[src/rtl/maxpool_relu_pkg.sv]
// Shared constants and sample type for the conv1 -> conv2 max-pool/ReLU stage.
package maxpool_relu_pkg;
    localparam int unsigned CONV_BIT    = 12;
    localparam int unsigned CHANNEL_LEN = 3;
    localparam int unsigned POOL_SIZE   = 2;
    localparam int unsigned IN_WIDTH    = 24;
    localparam int unsigned IN_HEIGHT   = 24;

    typedef logic signed [CONV_BIT-1:0] sample_t;
endpackage

[src/rtl/maxpool_relu_pool_channel.sv]
// One channel of 2x2 max pooling: holds the even-column pixel and a half-row of
// partial maxima, then emits the ReLU'd window maximum on the bottom-right pixel.
module pool_channel #(
    parameter int unsigned CONV_BIT   = 12,
    parameter int unsigned HALF_WIDTH = 12,
    parameter int unsigned IDX_W      = 4
) (
    input  logic                       clk,
    input  logic                       rst,
    input  logic                       accept,
    input  logic                       col_is_odd,
    input  logic                       row_is_odd,
    input  logic [IDX_W-1:0]           pbuf_idx,
    input  logic signed [CONV_BIT-1:0] din,
    output logic signed [CONV_BIT-1:0] dout
);
    logic signed [CONV_BIT-1:0] hold;
    logic signed [CONV_BIT-1:0] pbuf [HALF_WIDTH];
    logic signed [CONV_BIT-1:0] pair_max_c;
    logic signed [CONV_BIT-1:0] quad_max_c;

    function automatic logic signed [CONV_BIT-1:0] smax(
        input logic signed [CONV_BIT-1:0] a,
        input logic signed [CONV_BIT-1:0] b
    );
        return (a > b) ? a : b;
    endfunction

    assign pair_max_c = smax(hold, din);
    assign quad_max_c = smax(pbuf[pbuf_idx], pair_max_c);

    // Hold register and pooled output; negative window maxima clamp to zero.
    always_ff @(posedge clk) begin
        if (rst) begin
            hold <= '0;
            dout <= '0;
        end else if (accept) begin
            if (!col_is_odd) begin
                hold <= din;
            end else if (row_is_odd) begin
                dout <= quad_max_c[CONV_BIT-1] ? '0 : quad_max_c;
            end
        end
    end

    // Every entry is rewritten on an even row before the odd row reads it.
    always_ff @(posedge clk) begin
        if (accept && col_is_odd && !row_is_odd) begin
            pbuf[pbuf_idx] <= pair_max_c;
        end
    end
endmodule

[src/rtl/maxpool_relu.sv]
// 2x2 stride-2 max pooling + ReLU over the 3-channel conv1 stream; shared
// raster counters drive one pool_channel per channel.
module maxpool_relu
    import maxpool_relu_pkg::*;
#(
    parameter int unsigned CONV_BIT  = maxpool_relu_pkg::CONV_BIT,
    parameter int unsigned IN_WIDTH  = maxpool_relu_pkg::IN_WIDTH,
    parameter int unsigned IN_HEIGHT = maxpool_relu_pkg::IN_HEIGHT
) (
    input  logic                       clk,
    input  logic                       rst,
    input  logic                       valid_in,
    input  logic signed [CONV_BIT-1:0] conv_out_1,
    input  logic signed [CONV_BIT-1:0] conv_out_2,
    input  logic signed [CONV_BIT-1:0] conv_out_3,
    output logic signed [CONV_BIT-1:0] max_value_1,
    output logic signed [CONV_BIT-1:0] max_value_2,
    output logic signed [CONV_BIT-1:0] max_value_3,
    output logic                       valid_out
);
    localparam int unsigned HALF_WIDTH = IN_WIDTH / POOL_SIZE;
    localparam int unsigned COL_W      = $clog2(IN_WIDTH);
    localparam int unsigned ROW_W      = $clog2(IN_HEIGHT);
    localparam int unsigned IDX_W      = COL_W - 1;

    logic [COL_W-1:0] col;
    logic [ROW_W-1:0] row;

    logic signed [CONV_BIT-1:0] din  [CHANNEL_LEN];
    logic signed [CONV_BIT-1:0] dout [CHANNEL_LEN];

    assign din[0]      = conv_out_1;
    assign din[1]      = conv_out_2;
    assign din[2]      = conv_out_3;
    assign max_value_1 = dout[0];
    assign max_value_2 = dout[1];
    assign max_value_3 = dout[2];

    // Raster position; frozen while valid_in is low.
    always_ff @(posedge clk) begin
        if (rst) begin
            col <= '0;
            row <= '0;
        end else if (valid_in) begin
            if (col == COL_W'(IN_WIDTH - 1)) begin
                col <= '0;
                row <= (row == ROW_W'(IN_HEIGHT - 1)) ? '0 : row + ROW_W'(1);
            end else begin
                col <= col + COL_W'(1);
            end
        end
    end

    // Strobe once per completed window (bottom-right pixel accepted).
    always_ff @(posedge clk) begin
        if (rst) begin
            valid_out <= 1'b0;
        end else begin
            valid_out <= valid_in & col[0] & row[0];
        end
    end

    for (genvar c = 0; c < CHANNEL_LEN; c++) begin : g_ch
        pool_channel #(
            .CONV_BIT  (CONV_BIT),
            .HALF_WIDTH(HALF_WIDTH),
            .IDX_W     (IDX_W)
        ) u_pool (
            .clk       (clk),
            .rst       (rst),
            .accept    (valid_in),
            .col_is_odd(col[0]),
            .row_is_odd(row[0]),
            .pbuf_idx  (col[COL_W-1:1]),
            .din       (din[c]),
            .dout      (dout[c])
        );
    end
endmodule

[config.mk]
export PLATFORM = sky130hd
export DESIGN_NAME = maxpool_relu
export DESIGN_NICKNAME = d
export VERILOG_FILES = /design/src/rtl/maxpool_relu_pkg.sv /design/src/rtl/maxpool_relu_pool_channel.sv /design/src/rtl/maxpool_relu.sv
export SDC_FILE = /design/constraint.sdc
export NUM_CORES = 1
export LEC_CHECK = 0
export ABC_AREA = 0
export BUFFER_PORTS_ARGS = -buffer_cell sky130_fd_sc_hd__buf_4
export CAP_MARGIN = 20
export CORE_AREA = 3 3 278 211
export DETAILED_ROUTE_END_ITERATION = 12
export DIE_AREA = 0 0 281 214
export PLACE_DENSITY = 0.56
export SLEW_MARGIN = 20
export SYNTH_ARGS = -nofsm -noshare
export SYNTH_HDL_FRONTEND = slang
export SYNTH_SLANG_ARGS = --single-unit
export TNS_END_PERCENT = 20
[constraint.sdc]
create_clock -name clk -period 8.57 [get_ports clk]
set_input_delay 1.714 -clock clk [delete_from_list [all_inputs] [get_ports clk]]
set_output_delay 1.714 -clock clk [all_outputs]
set_load 0.05 [all_outputs]
; ---- Word-level counts from Yosys, hierarchy flattened
; Memory sizes are Yosys's and may differ from the RTL's. A register that Yosys moved wholly into a read port is not among the register bits.
; Index checks and enable logic that the tools add are counted.
[classes]
bitwise = 3
n_reduce_logical = 6
addsub = 2
eq_ne = 2
magnitude_cmp = 6
muxes = 19
[ops]
columns = operator, n
row1 = 12-bit > comparator, 6
row2 = 12-bit 2-to-1 mux, 6
row3 = 11-bit 2-to-1 mux, 3
row4 = 4-bit 2-to-1 mux, 6
row5 = "5-bit by 1-bit adder with 5-bit output, second input constant", 2
row6 = "5-bit == test, second input constant", 2
row7 = 5-bit 2-to-1 mux, 2
row8 = 2-bit AND reduction, 2
row9 = 3-bit AND reduction, 1
row10 = 1-bit bitwise AND, 2
row11 = 1-bit logical AND, 2
row12 = 1-bit 2-to-1 mux, 2
row13 = 1-bit logical NOT, 1
row14 = 1-bit inverter, 1
[totals]
elab_cells = 50
memories = 3
regBits = 83
ram_bits = 432
[memory_table]
columns = memory, words, width, rd, rd_ports_with_merged_regs, write_ports, line_no
row1 = g_ch[0].u_pool.pbuf, 12, 12, 1, 1, 1, maxpool_relu_pool_channel.sv:18  ; logic signed [CONV_BIT-1:0] pbuf [HALF_WIDTH];
row2 = g_ch[1].u_pool.pbuf, 12, 12, 1, 1, 1, maxpool_relu_pool_channel.sv:18
row3 = g_ch[2].u_pool.pbuf, 12, 12, 1, 1, 1, maxpool_relu_pool_channel.sv:18

; ---- Logic depth before layout (Yosys ltp)
[depth]
ltp_word = 5
mapped_depth = 21

; ---- By module
; A second synthesis with hierarchy kept.
[hier_totals]
cells_unflattened = 1442
area_unflattened_um2 = 22152.5
[modules_own_cells]
columns = module, cells_each, area_each_um2, n_inst
row1 = pool_channel, 462, 7214.4, 3
row2 = maxpool_relu, 56, 509.2, 1

; ---- Least setup slack after synthesis
; Ideal clock, no wire load.
[synth_path]
path_kind = input-to-reg
startpoint = input conv_out_3[9]
endpoint = register g_ch[2].u_pool.dout[8]
slack_ps = 3185
cell_stages = 19
arrival_time_ps = 5306
n_path_buf = 3
cell_sequence = inv_1 > ha_1 > a21o_1 > a211o_1 > o211ai_1 > nand2_1 > buf_2 > buf_1 > nor2_1 > a21oi_1 > ha_1 > and3_1 > and3_1 > a22oi_1 > a2111oi_2 > a211oi_2 > or3_1 > buf_2 > o211ai_1
[synth_between]
elab_chain_len = 5
[synth_lines]
columns = element, line_no
row1 = from (decl), maxpool_relu.sv:15  ; input logic signed [CONV_BIT-1:0] conv_out_3,
row2 = 12-bit > comparator, maxpool_relu_pool_channel.sv:26  ; return (a > b) ? a : b;
row3 = 12-bit 2-to-1 mux (*), maxpool_relu_pool_channel.sv:26
row4 = 12-bit > comparator, maxpool_relu_pool_channel.sv:26
row5 = 12-bit 2-to-1 mux (*), maxpool_relu_pool_channel.sv:26
row6 = 11-bit 2-to-1 mux (*), maxpool_relu_pool_channel.sv:41  ; dout <= quad_max_c[CONV_BIT-1] ? '0 : quad_max_c;
row7 = to (signal assigned), maxpool_relu_pool_channel.sv:41
row8 = to (decl), maxpool_relu_pool_channel.sv:15  ; output logic signed [CONV_BIT-1:0] dout
; Mark *: on every way between the ends. The rest lies on a longest branch, timed or not.
; A chain may end at the register's enable or synchronous reset.

; ---- Worst setup path in the final report
[layout_path]
startpoint = input conv_out_2[11]
endpoint = register g_ch[1].u_pool.dout[5]
[layout_between]
elab_chain_len = 5
[layout_lines]
columns = element, line_no
row1 = from (decl), maxpool_relu.sv:14  ; input logic signed [CONV_BIT-1:0] conv_out_2,
row2 = 12-bit > comparator, maxpool_relu_pool_channel.sv:26
row3 = 12-bit 2-to-1 mux (*), maxpool_relu_pool_channel.sv:26
row4 = 12-bit > comparator, maxpool_relu_pool_channel.sv:26
row5 = 12-bit 2-to-1 mux (*), maxpool_relu_pool_channel.sv:26
row6 = 11-bit 2-to-1 mux (*), maxpool_relu_pool_channel.sv:41
row7 = to (signal assigned), maxpool_relu_pool_channel.sv:41
row8 = to (decl), maxpool_relu_pool_channel.sv:15
; Marks and branches as above.

==> reports/results.tsv <==
stage	metric	value	unit
clocking	CTS H-Tree Depth	2	
final_layout	ant diodes	0	
pwr	Worst VDD drop	0.0001672	V
floorplanning	chip width	281	um
job	Max-Cap Viols	0	
global_route	vias in the first global route	13139	
worst_setup_path	RR Startpoint	g_ch[1].u_pool.hold[11]	
place	Post-Place Setup Slack	2037	ps
final_layout	Layout Nets	1679	
pwr	NetSw	1.261	mW
synthesis	Cell Area, Synth	22360	um^2
floorplanning	Starting Density	39.91	%
sta	max_slew headroom	25.10	%
sta	min cycle time layout	5990	ps
floorplanning	IO Pins	76	
synthesis	Syn Area/Cell	14.88	um^2
global_route	total gr overflow	0	
worst_setup_path	Worst Setup SP	conv_out_2[11]	
global_route	Overall Global Routing Usage	19.04	%
sta	unrepaired setup endpoints after global routing	false	
clocking	CTS hold repair buffers	0	
floorplanning	row count	75	
global_route	initial antenna violation count	0	
worst_setup_path	R2R Path End	g_ch[1].u_pool.dout[5]	
clocking	Post-CTS Setup Bufs	0	
sta	Slew Limit Fails	0	
pwr	internal power	4.248	mW
sta	Final Hold Vio Count	0	
global_route	largest net degree at the start of global routing	69	
drt	final WL	57350	um
worst_setup_path	reg2reg setup slack	3560	ps
outcome	status	completed	
floorplanning	die footprint	60130	um^2
worst_setup_path	Worst Setup Start Kind	primary input	
hold_path	hold_sp	g_ch[1].u_pool.hold[0]	
final_layout	share of cells above drive strength 1	19.25	%
place	Placed Instance Area	23740	um^2
sta	setup total negative slack	0	ps
clocking	CTS Buffer Depth	3	
final_layout	cell area after layout	25430	um^2
drt	DR vias	13282	
floorplanning	Die Ht	214	um
final_layout	layout overhead on the synthesized area	13.74	%
synthesis	YS warnings	0	
clocking	Num CTS Buffers	50	
drt	number of remaining DRC errors	0	
sta	slew at the pin closest to its max-slew limit	1121	ps
place	hpwl dp	33520	um
pwr	Gate power share	8.3	%
clocking	CTS tree	done	
global_route	first-pass GRT wire length	85570	um
pwr	Flop pwr share	51.0	%
pwr	Clock power frac	40.7	%
sta	post-route clock period utilization	69.90	%
place	PortBufs	72	
clocking	Post-CTS Resized	0	
hold_path	HP Class	register to register	
worst_setup_path	CP Class	primary input to register	
drt	Routed wire per std cell	24.43	um
pwr	sw frac	22.89	%
synthesis	post-synthesis cell count	1503	
worst_setup_path	Critical Path Fanout Max	22	
place	Cell Count Post-Placement	2253	
synthesis	Seq/Total Area, Yosys	65.54	%
pwr	Static Leak	8.603	nW
place	RePlAce Congestion	0.8215	
worst_setup_path	crit end category	register	
drt	Post-DRT Antenna Nets	0	
sta	Final WS setup	2580	ps
clocking	CTS sink cnt	516	
hold_path	hold-critical path depth	2	
pwr	pwr dens	216.6	nW/um^2
synthesis	Yosys reg bits	516	
final_layout	Util after Layout	45.40	%
synthesis	Main synth FF type	edfxtp_1	
clocking	CTS Root Cell	clkbuf_16	
sta	Setup violations, final	0	
drt	Iter 0 DRT Violations	991	
sta	highest clock rate	166.9	MHz
final_layout	final std cells w/o fill	2347	
worst_setup_path	crit path DAT	6480	ps
floorplanning	area of the core	56020	um^2
clocking	clock slew at reported path FFs	70	ps
worst_setup_path	CP required	9060	ps
synthesis	Async SR Flop Fraction	0	%
synthesis	EDFF count, synth	432	
worst_setup_path	R2R cell count	13	
clocking	Skew-Pair Late Insertion Delay	570	ps
synthesis	Synth cell types	72	
worst_setup_path	CP Capture Point	g_ch[1].u_pool.dout[5]	
sta	worst clock skew	14.65	ps
drt	first-pass detailed-route iteration total	5	
drt	vias per cell	5.659	
layer usage:
layer | track usage, % | wire length [um] | vias up | part of all wire (%)
met4 | 3.846 | 1083 | 0 | 1.9
met2 | 29.44 | 26110 | 374 | 46
met3 | 3.280 | 3429 | 75 | 6.0
li1 | - | - | 5951 | -
met5 | 0 | 0 | - | 0
met1 | 28.41 | 26720 | 6882 | 47
logic make-up (layout without fill, tap and decap cells):
| kind of cell | after synthesis | in the layout | synth area share (%) |
|---|---|---|---|
| compound gates | 274 | 274 | 7.963 |
| flops | 516 | 516 | 65.54 |
| xor+xnor | 6 | 6 | 0.2350 |
| mux | 173 | 173 | 13.05 |
| other cells | 1 | 3 | 0.01677 |
| simple gates | 308 | 308 | 6.379 |
| buf+inv | 159 | 270 | 3.134 |
| fa+ha+maj | 66 | 66 | 3.682 |
worst min-delay path by stage:
stage / to / slack, ps
after floorplan: g_ch[0].u_pool.hold[0] / 450
after global placement: g_ch[0].u_pool.hold[0] / 450
after detailed placement: g_ch[1].u_pool.hold[0] / 460
after CTS: g_ch[1].u_pool.hold[0] / 470
after global routing: g_ch[1].u_pool.hold[2] / 500
final: g_ch[1].u_pool.hold[0] / 470
cell usage in the layout, fill, tap and decap left out, types with 9 or more instances in the layout:
master / instances
nand3b_1: 9
nand4_1: 13
a22oi_1: 16
a32oi_1: 15
dfxtp_1: 80
clkbuf_16: 51
buf_4: 93
nor2_1: 69
inv_1: 82
nand2_1: 132
mux4_2: 94
ha_1: 65
a21oi_1: 112
nor2b_1: 14
mux2i_1: 71
edfxtp_1: 432
clkinv_1: 9
nor2_4: 13
o21ai_0: 40
o21a_1: 10
clkinv_2: 10
synth_stat cells (4+ instances only):
cell / number / area (um^2)
a21o_1: 8 / 60.06
a21oi_1: 113 / 565.5
a22oi_1: 16 / 120.1
a31o_2: 4 / 35.03
a31oi_1: 10 / 62.56
a32oi_1: 15 / 131.4
and2_1: 8 / 50.05
and3_1: 4 / 25.02
buf_1: 7 / 26.28
buf_2: 19 / 95.09
buf_4: 7 / 52.55
buf_6: 5 / 56.30
clkbuf_1: 38 / 142.6
dfxtp_1: 84 / 1682
edfxtp_1: 432 / 12970
ha_1: 65 / 813.3
inv_1: 82 / 307.8
mux2_2: 8 / 90.09
mux2i_1: 71 / 710.7
mux4_2: 94 / 2117
nand2_1: 132 / 495.5
nand2b_1: 7 / 43.79
nand3_1: 8 / 40.04
nand3b_1: 9 / 67.56
nand4_1: 13 / 81.33
nor2_1: 82 / 307.8
nor2b_1: 14 / 87.58
nor3_1: 5 / 25.02
o2111ai_1: 6 / 52.55
o211ai_1: 8 / 60.06
o211ai_2: 6 / 75.07
o21a_1: 10 / 75.07
o21ai_0: 41 / 205.2
or3_1: 5 / 31.28
xor2_1: 4 / 35.03
state kept, by name (all words and copies together) (netlist names), named ones only:
name and flops:
col 5, g_ch.u_pool.hold 36, g_ch.u_pool.pbuf 432, g_ch.u_pool.dout 33
valid_out 1, row 5
area by class of cell:
type                            instances  area (um^2)
Fill cell                            4915        30590
Sequential cell                       516        14670
Multi-Input combinational cell        830         7134
Clock buffer                           62         1348
Tap cell                              731        914.6
Timing Repair Buffer                   95        745.7
Clock inverter                         31        315.3
Inverter                               82        307.8
power groups by stage:
stage | logic, mW | registers [mW] | clock network (mW)
final | 0.458 | 2.81 | 2.24
after global routing | 0.513 | 2.81 | 2.41
after CTS | 0.460 | 2.81 | 2.30
after detailed placement | 0.458 | 2.87 | 0
after global placement | 0.447 | 2.86 | 0
after floorplan | 0.328 | 2.85 | 0
worst max-delay path, stage by stage:
cell       delay [ps]
buf_4             110
inv_1              50
ha_1              540
nand4_1           220
nor2_1            140
a21oi_1           240
a31oi_2           890
a21oi_1           280
ha_1              370
and4_1            240
o2111ai_1         190
nor4_1            400
o211ai_2          420
or4_1             540
a21oi_1           130
stage by stage:
step           hold slack, ps  power, mW
6_report                467.1      5.510
5_1_grt                 500.3      5.734
4_1_cts                 468.6      5.571
3_5_place_dp            459.6      3.324
3_3_place_gp            454.3      3.312
2_1_floorplan           445.9      3.181
(Power assumes the default switching activity.)
